$ cat config.mk
export PLATFORM = sky130hd
export DESIGN_NAME = shift_unit_seq
export DESIGN_NICKNAME = d
export VERILOG_FILES = /design/src/rtl/shift_pkg.sv /design/src/rtl/shift_step.sv /design/src/rtl/shift_unit_seq.sv
export SDC_FILE = /design/constraint.sdc
export NUM_CORES = 1
export LEC_CHECK = 0
export CAP_MARGIN = 5
export CORE_MARGIN = 2
export CORE_UTILIZATION = 35
export DETAILED_ROUTE_END_ITERATION = 6
export DONT_BUFFER_PORTS = 1
export HOLD_SLACK_MARGIN = 0.03
export SLEW_MARGIN = 10
export SYNTH_ARGS = -nofsm -noshare
export SYNTH_HDL_FRONTEND = slang
export SYNTH_SLANG_ARGS = --single-unit
$ cat constraint.sdc
create_clock -name clk -period 3.08 [get_ports clk]
set_input_delay 0.616 -clock clk [delete_from_list [all_inputs] [get_ports clk]]
set_output_delay 0.616 -clock clk [all_outputs]
set_load 0.02 [all_outputs]
$ cat src/rtl/shift_pkg.sv
// Shared encodings for the multi-cycle shifter.
package shift_pkg;

  localparam logic [1:0] MODE_SLL  = 2'b00;
  localparam logic [1:0] MODE_SRL  = 2'b01;
  localparam logic [1:0] MODE_SRA  = 2'b10;
  localparam logic [1:0] MODE_ROTR = 2'b11;

  typedef enum logic [1:0] {
    ST_IDLE  = 2'b00,
    ST_SHIFT = 2'b01,
    ST_DONE  = 2'b10
  } state_e;

endpackage

$ cat src/rtl/shift_step.sv
// One iteration of the shifter: shifts data by k (0..STEP) bits in the given mode.
// Built as a mux barrel, stage j conditionally shifting by 2**j.
module shift_step
  import shift_pkg::*;
#(
  parameter int WIDTH = 32,
  parameter int STEP  = 1,
  localparam int NST  = $clog2(STEP) + 1
) (
  input  logic [WIDTH-1:0] data_i,
  input  logic [NST-1:0]   k_i,
  input  logic [1:0]       mode_i,
  output logic [WIDTH-1:0] data_o
);

  // Fixed-distance shift; sh may equal WIDTH on the top stage when STEP==WIDTH,
  // where every form below still degenerates cleanly (zero / sign / identity).
  function automatic logic [WIDTH-1:0] sh_by(input logic [WIDTH-1:0] d, input int sh,
                                             input logic [1:0] m);
    logic [WIDTH-1:0] r;
    case (m)
      MODE_SLL: r = d << sh;
      MODE_SRL: r = d >> sh;
      MODE_SRA: r = $unsigned($signed(d) >>> sh);
      default:  r = (d >> sh) | (d << (WIDTH - sh));
    endcase
    return r;
  endfunction

  logic [NST:0][WIDTH-1:0] stg;

  assign stg[0] = data_i;

  for (genvar j = 0; j < NST; j++) begin : g_stage
    assign stg[j+1] = k_i[j] ? sh_by(stg[j], (1 << j), mode_i) : stg[j];
  end

  assign data_o = stg[NST];

endmodule

$ cat src/rtl/shift_unit_seq.sv
// Multi-cycle shifter (SLL/SRL/SRA/ROTR), up to STEP bits per cycle,
// valid/ready on both request and result sides.
module shift_unit_seq
  import shift_pkg::*;
#(
  parameter int WIDTH   = 32,
  parameter int STEP    = 1,
  parameter int SHAMT_W = $clog2(WIDTH)
) (
  input  logic               clk,
  input  logic               reset,
  input  logic               in_valid,
  output logic               in_ready,
  input  logic [WIDTH-1:0]   in_data,
  input  logic [SHAMT_W-1:0] in_shamt,
  input  logic [1:0]         in_mode,
  output logic               out_valid,
  input  logic               out_ready,
  output logic [WIDTH-1:0]   out_data,
  output logic               busy
);

  localparam int KW = $clog2(STEP) + 1;
  localparam logic [SHAMT_W:0] STEP_V = (SHAMT_W+1)'(STEP);

  state_e             state_q, state_d;
  logic [WIDTH-1:0]   data_q, data_d;
  logic [SHAMT_W-1:0] rem_q, rem_d;
  logic [1:0]         mode_q, mode_d;

  logic [SHAMT_W:0]   k_full;
  logic [WIDTH-1:0]   step_data;

  // k = min(rem, STEP); widened by one bit so STEP==WIDTH is representable.
  assign k_full = ({1'b0, rem_q} > STEP_V) ? STEP_V : {1'b0, rem_q};

  shift_step #(.WIDTH(WIDTH), .STEP(STEP)) u_step (
    .data_i (data_q),
    .k_i    (k_full[KW-1:0]),
    .mode_i (mode_q),
    .data_o (step_data)
  );

  // Next-state: accept in IDLE, iterate in SHIFT until rem hits 0, hold in DONE.
  always_comb begin
    state_d = state_q;
    data_d  = data_q;
    rem_d   = rem_q;
    mode_d  = mode_q;
    case (state_q)
      ST_IDLE: begin
        if (in_valid) begin
          data_d  = in_data;
          rem_d   = in_shamt;
          mode_d  = in_mode;
          state_d = ST_SHIFT;
        end
      end
      ST_SHIFT: begin
        if (rem_q == '0) begin
          state_d = ST_DONE;
        end else begin
          data_d = step_data;
          rem_d  = rem_q - k_full[SHAMT_W-1:0];
        end
      end
      ST_DONE: begin
        if (out_ready) state_d = ST_IDLE;
      end
      default: state_d = ST_IDLE;
    endcase
  end

  // State and datapath registers; reset discards any in-flight op.
  always_ff @(posedge clk or posedge reset) begin
    if (reset) begin
      state_q <= ST_IDLE;
      data_q  <= '0;
      rem_q   <= '0;
      mode_q  <= '0;
    end else begin
      state_q <= state_d;
      data_q  <= data_d;
      rem_q   <= rem_d;
      mode_q  <= mode_d;
    end
  end

  assign in_ready  = (state_q == ST_IDLE);
  assign out_valid = (state_q == ST_DONE);
  assign busy      = (state_q != ST_IDLE);
  assign out_data  = data_q;

endmodule

; Yosys cells after proc, flatten, opt, wreduce, memory -nomap -nowiden
; Index checks and enable logic that the tools add are counted.
[totals]
regBits = 41
output_inout_bits = 35
word_cells = 41
[classes]
addsub = 1
n_lt_le_gt_ge = 1
n_eq_ne = 10
n_mux = 13
bitwise_logic = 1
n_reduce_logical = 10
[ops]
columns = operator, count
row1 = 2-to-1 mux 32 bit, 3
row2 = one-hot mux 32 bit (3 select lines), 1
row3 = one-hot mux 32 bit (2 select lines), 1
row4 = OR 31 x 32 -> 32 bit, 1
row5 = 2-to-1 mux 5 bit, 3
row6 = inequality test 2 bit (second input constant), 5
row7 = one-hot mux 5 bit (2 select lines), 1
row8 = 2-to-1 mux 2 bit, 3
row9 = one-hot mux 2 bit (3 select lines), 1
row10 = AND reduction 3 bit, 2
row11 = > comparator 5 x 1 -> 1 bit (second input constant), 1
row12 = zero test 5 bit, 1
row13 = AND reduction 5 bit, 1
row14 = subtractor 5 bit, 1
row15 = equality test 2 x 1 -> 1 bit (second input constant), 2
row16 = equality test 2 bit (second input constant), 2
row17 = zero test 2 bit, 2
row18 = AND reduction 4 bit, 1
row19 = nonzero test 2 bit, 2
row20 = inequality test 2 x 1 -> 1 bit (second input constant), 1
row21 = AND reduction 2 bit, 1

; Longest topological paths before layout
; Gate-level depths: netlist of the first run.
[logic_depth]
word_depth = 5
depth_mapped = 7

; By module
; Synthesis of the first run repeated with hierarchy kept, for this count alone.
[unflattened]
hier_cells = 339
hier_area_um2 = 2678.8
[by_module_without_submodules]
columns = mod, n_inst, cells_each, area_per_inst_um2
row1 = shift_unit_seq, 1, 230, 1998.2
row2 = shift_step, 1, 109, 680.7

; Worst setup path after synthesis of the first run
; Ideal clock, no wire load.
[synth_path]
kind = reg2out
from = reg state_q[1]
to = out busy
arrival_ns = 1.068
setup_slack_ns = 1.396
path_stages_with_launch = 4
path_cell_list = dfrtp_1 -> clkbuf_1 -> nor2_1 -> inv_1
[synth_between]
elab_chain_cells = 1
[synth_lines]
columns = element, line
row1 = from (decl), shift_unit_seq.sv:26  ; state_e state_q, state_d;
row2 = from (signal assigned), shift_unit_seq.sv:82  ; state_q <= state_d;
row3 = nonzero test 2 bit, shift_unit_seq.sv:91  ; assign busy = (state_q != ST_IDLE);
row4 = to (decl), shift_unit_seq.sv:20  ; output logic busy
; No other way between the ends.

; Worst setup path after layout of the first run
; Ends and elaborated chain as after synthesis.

==> impl_metrics.ini, run 1 <==
[floorplanning]
dieArea_sq_mm = 0.00745
coreArea_sq_mm = 0.00646
die_x_um = 86.3
rows = 29
die-height_um = 86.3
io_pins = 78
initial_utilization_pct = 36.7

[power]
pwr_density_cell_mw_per_mm2 = 1430
power_mw = 3.52
ir_worst_vdd_uv = 449
p_leak_nw = 1.15

[critical_path]
critPathCaptureType = output pin
crit_path_cell_trace = nor2_1, inv_1
worst_ep_arrival_time_ns = 1.42
required_ns = 2.46
startpoint_type = flop
worst-path-max-fanout = 9
cpPeakStageDelay_ns = 0.50
criticalPathCategory = flop to output pin
critPathSlowestCell = dfrtp_1

[finish]
regArea_sq_mm = 0.00103
fin_nets = 276
drive_gt1_share_pct = 7.76
multiInputGateArea_sq_mm = 0.00119
design_area_sq_mm = 0.00247
nFillCells = 669
final_core_util_pct = 38.2
antenna_cells = 0
syn_to_final_growth_pct = 4.22

[sta]
finalCritPeriodShare_pct = 66.2
finClkSkew_ns = 0.00709
fin_crit_ns = 2.04
timing.setup.tns_ns = 0
worstMarginPinSlew_ns = 0.679
grt_setup_unrepaired = false
hold_viol_final = 0
timing.fmax_ghz = 0.491
whs_ns = 0.219
finalMaxSlewViolations = 0
setup_violations = 0
relSlewSlack_pct = 54.8

[clock_tree]
htree_levels = 2
insertion_delay_ns = 0.29
clock-sinks = 41
clockBufferDepth = 2
cts_tree = yes
clkTransAtPathRegs_ns = 0.08
cts_buffers = 5
cts_hold_buf = 0
cts_setup_buffers = 0
clockRootBuffer = clkbuf_8
cts_resized = 0

[routing]
post_drt_via_cell_ratio = 5.65
routed_wl_um = 5590
dr.pass1.iters = 4
antenna_left = 0
num_vias = 1746
drt_iter0_drc = 61
drc_errors = 0
wl_per_cell_um = 18.1

[placed_design]
placed_area_sq_mm = 0.00238
gp_congestion = 0.810
place_hpwl_um = 3800
io_buffers = 0

[yosys]
synth.yosys.seq_area_share_pct = 43.3
yosys_warnings = 0
synth_area_per_cell_sq_um = 9.83
syn_inst = 241
syn_area_sq_mm = 0.00237
synth_cell_types = 33
synthesis.nets = 285
ys_ff_latch = 41

[status]
status = complete, no violations

[global_routing]
grt_pass1_wl_um = 9120
grt_pass1_vias = 1743
grt_max_degree = 67
antenna_found_initial = 0
grt_usage_pct = 15.5
overflow = 0

[flow_run]
max-cap-violations = 0

[worst_hold_path]
min_path_type = primary input to async pin
-- logic make-up after synthesis --
family	Yosys count	share of synthesized area, %
fa+ha+maj	1	0.528
flops	41	43.3
compound gates	82	25.3
simple gates	55	9.93
buf+inv	29	6.92
mux	33	14.0
-- per-layer routing --
layer,global-route usage (%),vias to the layer above,part of all wire [%]
li1,-,853,-
met1,21.7,835,47
met2,23.3,52,45
met3,4.48,6,6.7
met4,4.69,0,1.3
met5,0,-,0
-- report_power, final --
group          switching, mW  leakage [nW]  total, mW  internal (mW)
combinational          0.835         0.623       1.68          0.841
sequential             0.654         0.484       1.49          0.837
clock                  0.180        0.0443      0.358          0.178
-- cell usage after synthesis --
| cell | count | share of area (%) |
|---|---|---|
| a211oi_1 | 29 | 9.2 |
| a211oi_2 | 1 | 0.53 |
| a21o_1 | 30 | 9.5 |
| a21oi_1 | 6 | 1.3 |
| a22oi_1 | 1 | 0.32 |
| a2bb2oi_1 | 1 | 0.37 |
| a311o_1 | 1 | 0.42 |
| a31oi_1 | 2 | 0.53 |
| buf_2 | 11 | 2.3 |
| buf_4 | 1 | 0.32 |
| buf_6 | 5 | 2.4 |
| clkbuf_1 | 4 | 0.63 |
| dfrtp_1 | 41 | 43 |
| ha_1 | 1 | 0.53 |
| inv_1 | 8 | 1.3 |
| mux2_2 | 2 | 0.95 |
| mux2i_1 | 31 | 13 |
| nand2_1 | 5 | 0.79 |
| nand2b_1 | 2 | 0.53 |
| nand3_1 | 2 | 0.42 |
| nor2_1 | 39 | 6.2 |
| nor2_2 | 1 | 0.26 |
| nor2b_1 | 2 | 0.53 |
| nor3_1 | 1 | 0.21 |
| nor3_2 | 1 | 0.42 |
| nor4_1 | 1 | 0.26 |
| o21ai_0 | 4 | 0.84 |
| o21ai_1 | 1 | 0.21 |
| o22a_1 | 1 | 0.37 |
| o22ai_1 | 1 | 0.26 |
| o2bb2ai_1 | 3 | 1.1 |
| o41ai_1 | 1 | 0.37 |
| or4_1 | 1 | 0.32 |
-- stage by stage --
step | instances | setup WS, ns
after floorplan | 241 | 1.40
after global placement | 302 | 1.10
after detailed placement | 302 | 1.05
after CTS | 309 | 1.03
after global routing | 309 | 0.855
final | 309 | 1.04
-- registers in the layout (all words and copies together), names as in the netlist --
name / count
mode_q: 2
out_data: 32
rem_q: 5
state_q: 2
-- worst paths after layout --
kind                                              from                        to  slack [ns]  depth (start not counted)
max in group asynchronous                        reset  out_data[13]$_DFFE_PP0P_        2.15                          2
worst max-delay path            state_q[1]$_DFFE_PP0P_                      busy        1.04                          2
min in group clk                            in_mode[1]     mode_q[1]$_DFFE_PP0P_        0.48                          1
worst min-delay path                             reset   out_data[9]$_DFFE_PP0P_        0.22                          1
worst max register to register    rem_q[1]$_DFFE_PP0P_   out_data[8]$_DFFE_PP0P_        1.06                          5
worst min register to register    rem_q[0]$_DFFE_PP0P_      rem_q[0]$_DFFE_PP0P_        0.58                          2
-- worst max-delay path, delay by kind of cell (launching register included) --
family / cells / cell delay, ns
flops: 1 / 0.50
simple gates: 1 / 0.42
buf+inv: 1 / 0.22
-- final cells by class --
class                           count  share of cell area, %
Sequential cell                    41                   41.5
Clock buffer                        7                   3.50
Tap cell                           77                   3.90
Timing Repair Buffer                5                   1.52
Inverter                            8                   1.22
Multi-Input combinational cell    171                   48.3
-- cell usage in the layout (no fill, tap or decap), types with 2 or more instances in the layout --
cell	instances
dfrtp_1	41
a21o_1	30
nand3_1	2
o21ai_0	4
mux2_2	2
inv_1	7
nand2_1	5
mux2i_1	31
clkbuf_8	6
nand2b_1	2
o2bb2ai_1	3
buf_4	5
a31oi_1	2
nor2_1	39
a211oi_1	29
a21oi_1	6
Power figures use the tool's default switching activity.
==> inputs of run 2 (changes only) <==
Clock period 3.08 ns to 2 ns, I/O delays scaled along.
==> run 2 against run 1 <==
Compared with the run above:
- register-to-register slack got worse by 0.85 ns
- global-route usage fell by 0.60 points
- non-clock buffer count rose by 2
- hold slack got worse by 0.11 ns
- critical path depth rose by 4
- clock skew rose by 0.0013 ns
- total power rose by 56%
- critical path type is now flop to flop
- largest cell class unchanged
- largest power group unchanged
==> impl_metrics.ini, run 2 (synthesis gave the netlist of run 1 again) <==
[status]
status = complete, no violations

[clock_tree]
cts_tree = yes
cts_resized = 0
cts_setup_buffers = 0
htree_levels = 2
cts_hold_buf = 0
clockRootBuffer = clkbuf_8
insertion_delay_ns = 0.29
clockBufferDepth = 2
clkTransAtPathRegs_ns = 0.08
clock-sinks = 41
cts_buffers = 5

[finish]
fin_cells = 311
final_common_cell = dfrtp_1
final_core_util_pct = 38.9
antenna_cells = 0
drive_gt1_share_pct = 8.55
mostFrequentLayoutCells = dfrtp_1, nor2_1, mux2i_1
syn_to_final_growth_pct = 5.91
design_area_sq_mm = 0.00251
fin_nets = 278
nFillCells = 665
largest_register_ffs = 32

[routing]
antenna_left = 0
routed_wl_um = 5410
dr.pass1.iters = 4
num_vias = 1778
drc_errors = 0
wl_per_cell_um = 17.4
post_drt_via_cell_ratio = 5.72
drt_iter0_drc = 37

[critical_path]
rrSetupSlack_ns = 0.21
critPathCaptureType = flop
crit_path_cell_trace = o41ai_1, ha_1, or4_1, nor3_1, a21oi_1, o22ai_1
criticalPathCategory = flop to flop
required_ns = 2.17
worst-path-max-fanout = 5
startpoint_type = flop
worst_ep_arrival_time_ns = 1.96
cpPeakStageDelay_ns = 0.57
critPathSlowestCell = o41ai_1

[floorplanning]
coreArea_sq_mm = 0.00646
io_pins = 78
dieArea_sq_mm = 0.00745
rows = 29
die-height_um = 86.3
initial_utilization_pct = 36.7
die_x_um = 86.3

[sta]
timing.setup.tns_ns = 0
timing.fmax_ghz = 0.560
setup_violations = 0
fin_crit_ns = 1.79
finalMaxSlewViolations = 0
finalCritPeriodShare_pct = 89.3
finClkSkew_ns = 0.00843
relSlewSlack_pct = 63.4
hold_viol_final = 0
worstMarginPinSlew_ns = 0.549
whs_ns = 0.110
setup_ws_ns = 0.214
grt_setup_unrepaired = false

[global_routing]
grt_pass1_vias = 1763
grt_pass1_wl_um = 8900
top_usage_layer = met2
grt_max_degree = 42
grtUsageMet1_pct = 19.1
overflow = 0
antenna_found_initial = 0
use_met2_pct = 24.7
grt_usage_pct = 14.9
gr-usage-met3_pct = 4.10

[placed_design]
pre_cts_slack_ns = 0.230
place_hpwl_um = 3720
placed_area_sq_mm = 0.00242
gp_congestion = 0.708
placed_cells = 304
io_buffers = 0

[worst_hold_path]
min_path_type = primary input to async pin

[power]
pwr_density_cell_mw_per_mm2 = 2190
ir_worst_vdd_uv = 659
power_mw = 5.51
p_leak_nw = 1.17

[flow_run]
max-cap-violations = 0
## run 2: path summary, 6_finish.rpt
| kind | start | end | cells after the start |
|---|---|---|---|
| max in group asynchronous | reset | mode_q[1]$_DFFE_PP0P_ | 2 |
| min in group clk | in_mode[1] | mode_q[1]$_DFFE_PP0P_ | 1 |
| max | rem_q[4]$_DFFE_PP0P_ | rem_q[4]$_DFFE_PP0P_ | 6 |
| min reg2reg | rem_q[0]$_DFFE_PP0P_ | rem_q[0]$_DFFE_PP0P_ | 2 |
| max reg2reg | rem_q[4]$_DFFE_PP0P_ | rem_q[4]$_DFFE_PP0P_ | 6 |
| min | reset | out_data[14]$_DFFE_PP0P_ | 2 |
## run 2: routing by layer
layer,share of wire (%),wire length [um]
met4,1.0,56
met5,0,0
met3,5.0,273
met1,46,2490
met2,48,2590
## run 2: layout make-up
| type | count | area (sq um) | share of cell area (%) |
|---|---|---|---|
| well taps | 77 | 96.3 | 3.84 |
| flip-flops and latches | 41 | 1030 | 40.9 |
| inverters | 8 | 30.0 | 1.20 |
| multi-input cells | 171 | 1190 | 47.6 |
| repair buffers | 7 | 77.6 | 3.09 |
| clock buffers | 7 | 86.3 | 3.44 |
## run 2: power by group
part | internal (mW) | switching, mW | total [mW]
logic | 1.37 | 1.30 | 2.67
registers | 1.29 | 0.999 | 2.29
clock network | 0.274 | 0.277 | 0.551
total | 2.93 | 2.58 | 5.51
## run 2: critical path: cells and delay by family (launching register included)
kind | cells | cell delay (ns)
AOI/OAI and AO/OA | 3 | 0.78
DFF | 1 | 0.43
adders and majority gates | 1 | 0.28
and+or+nand+nor | 2 | 0.18
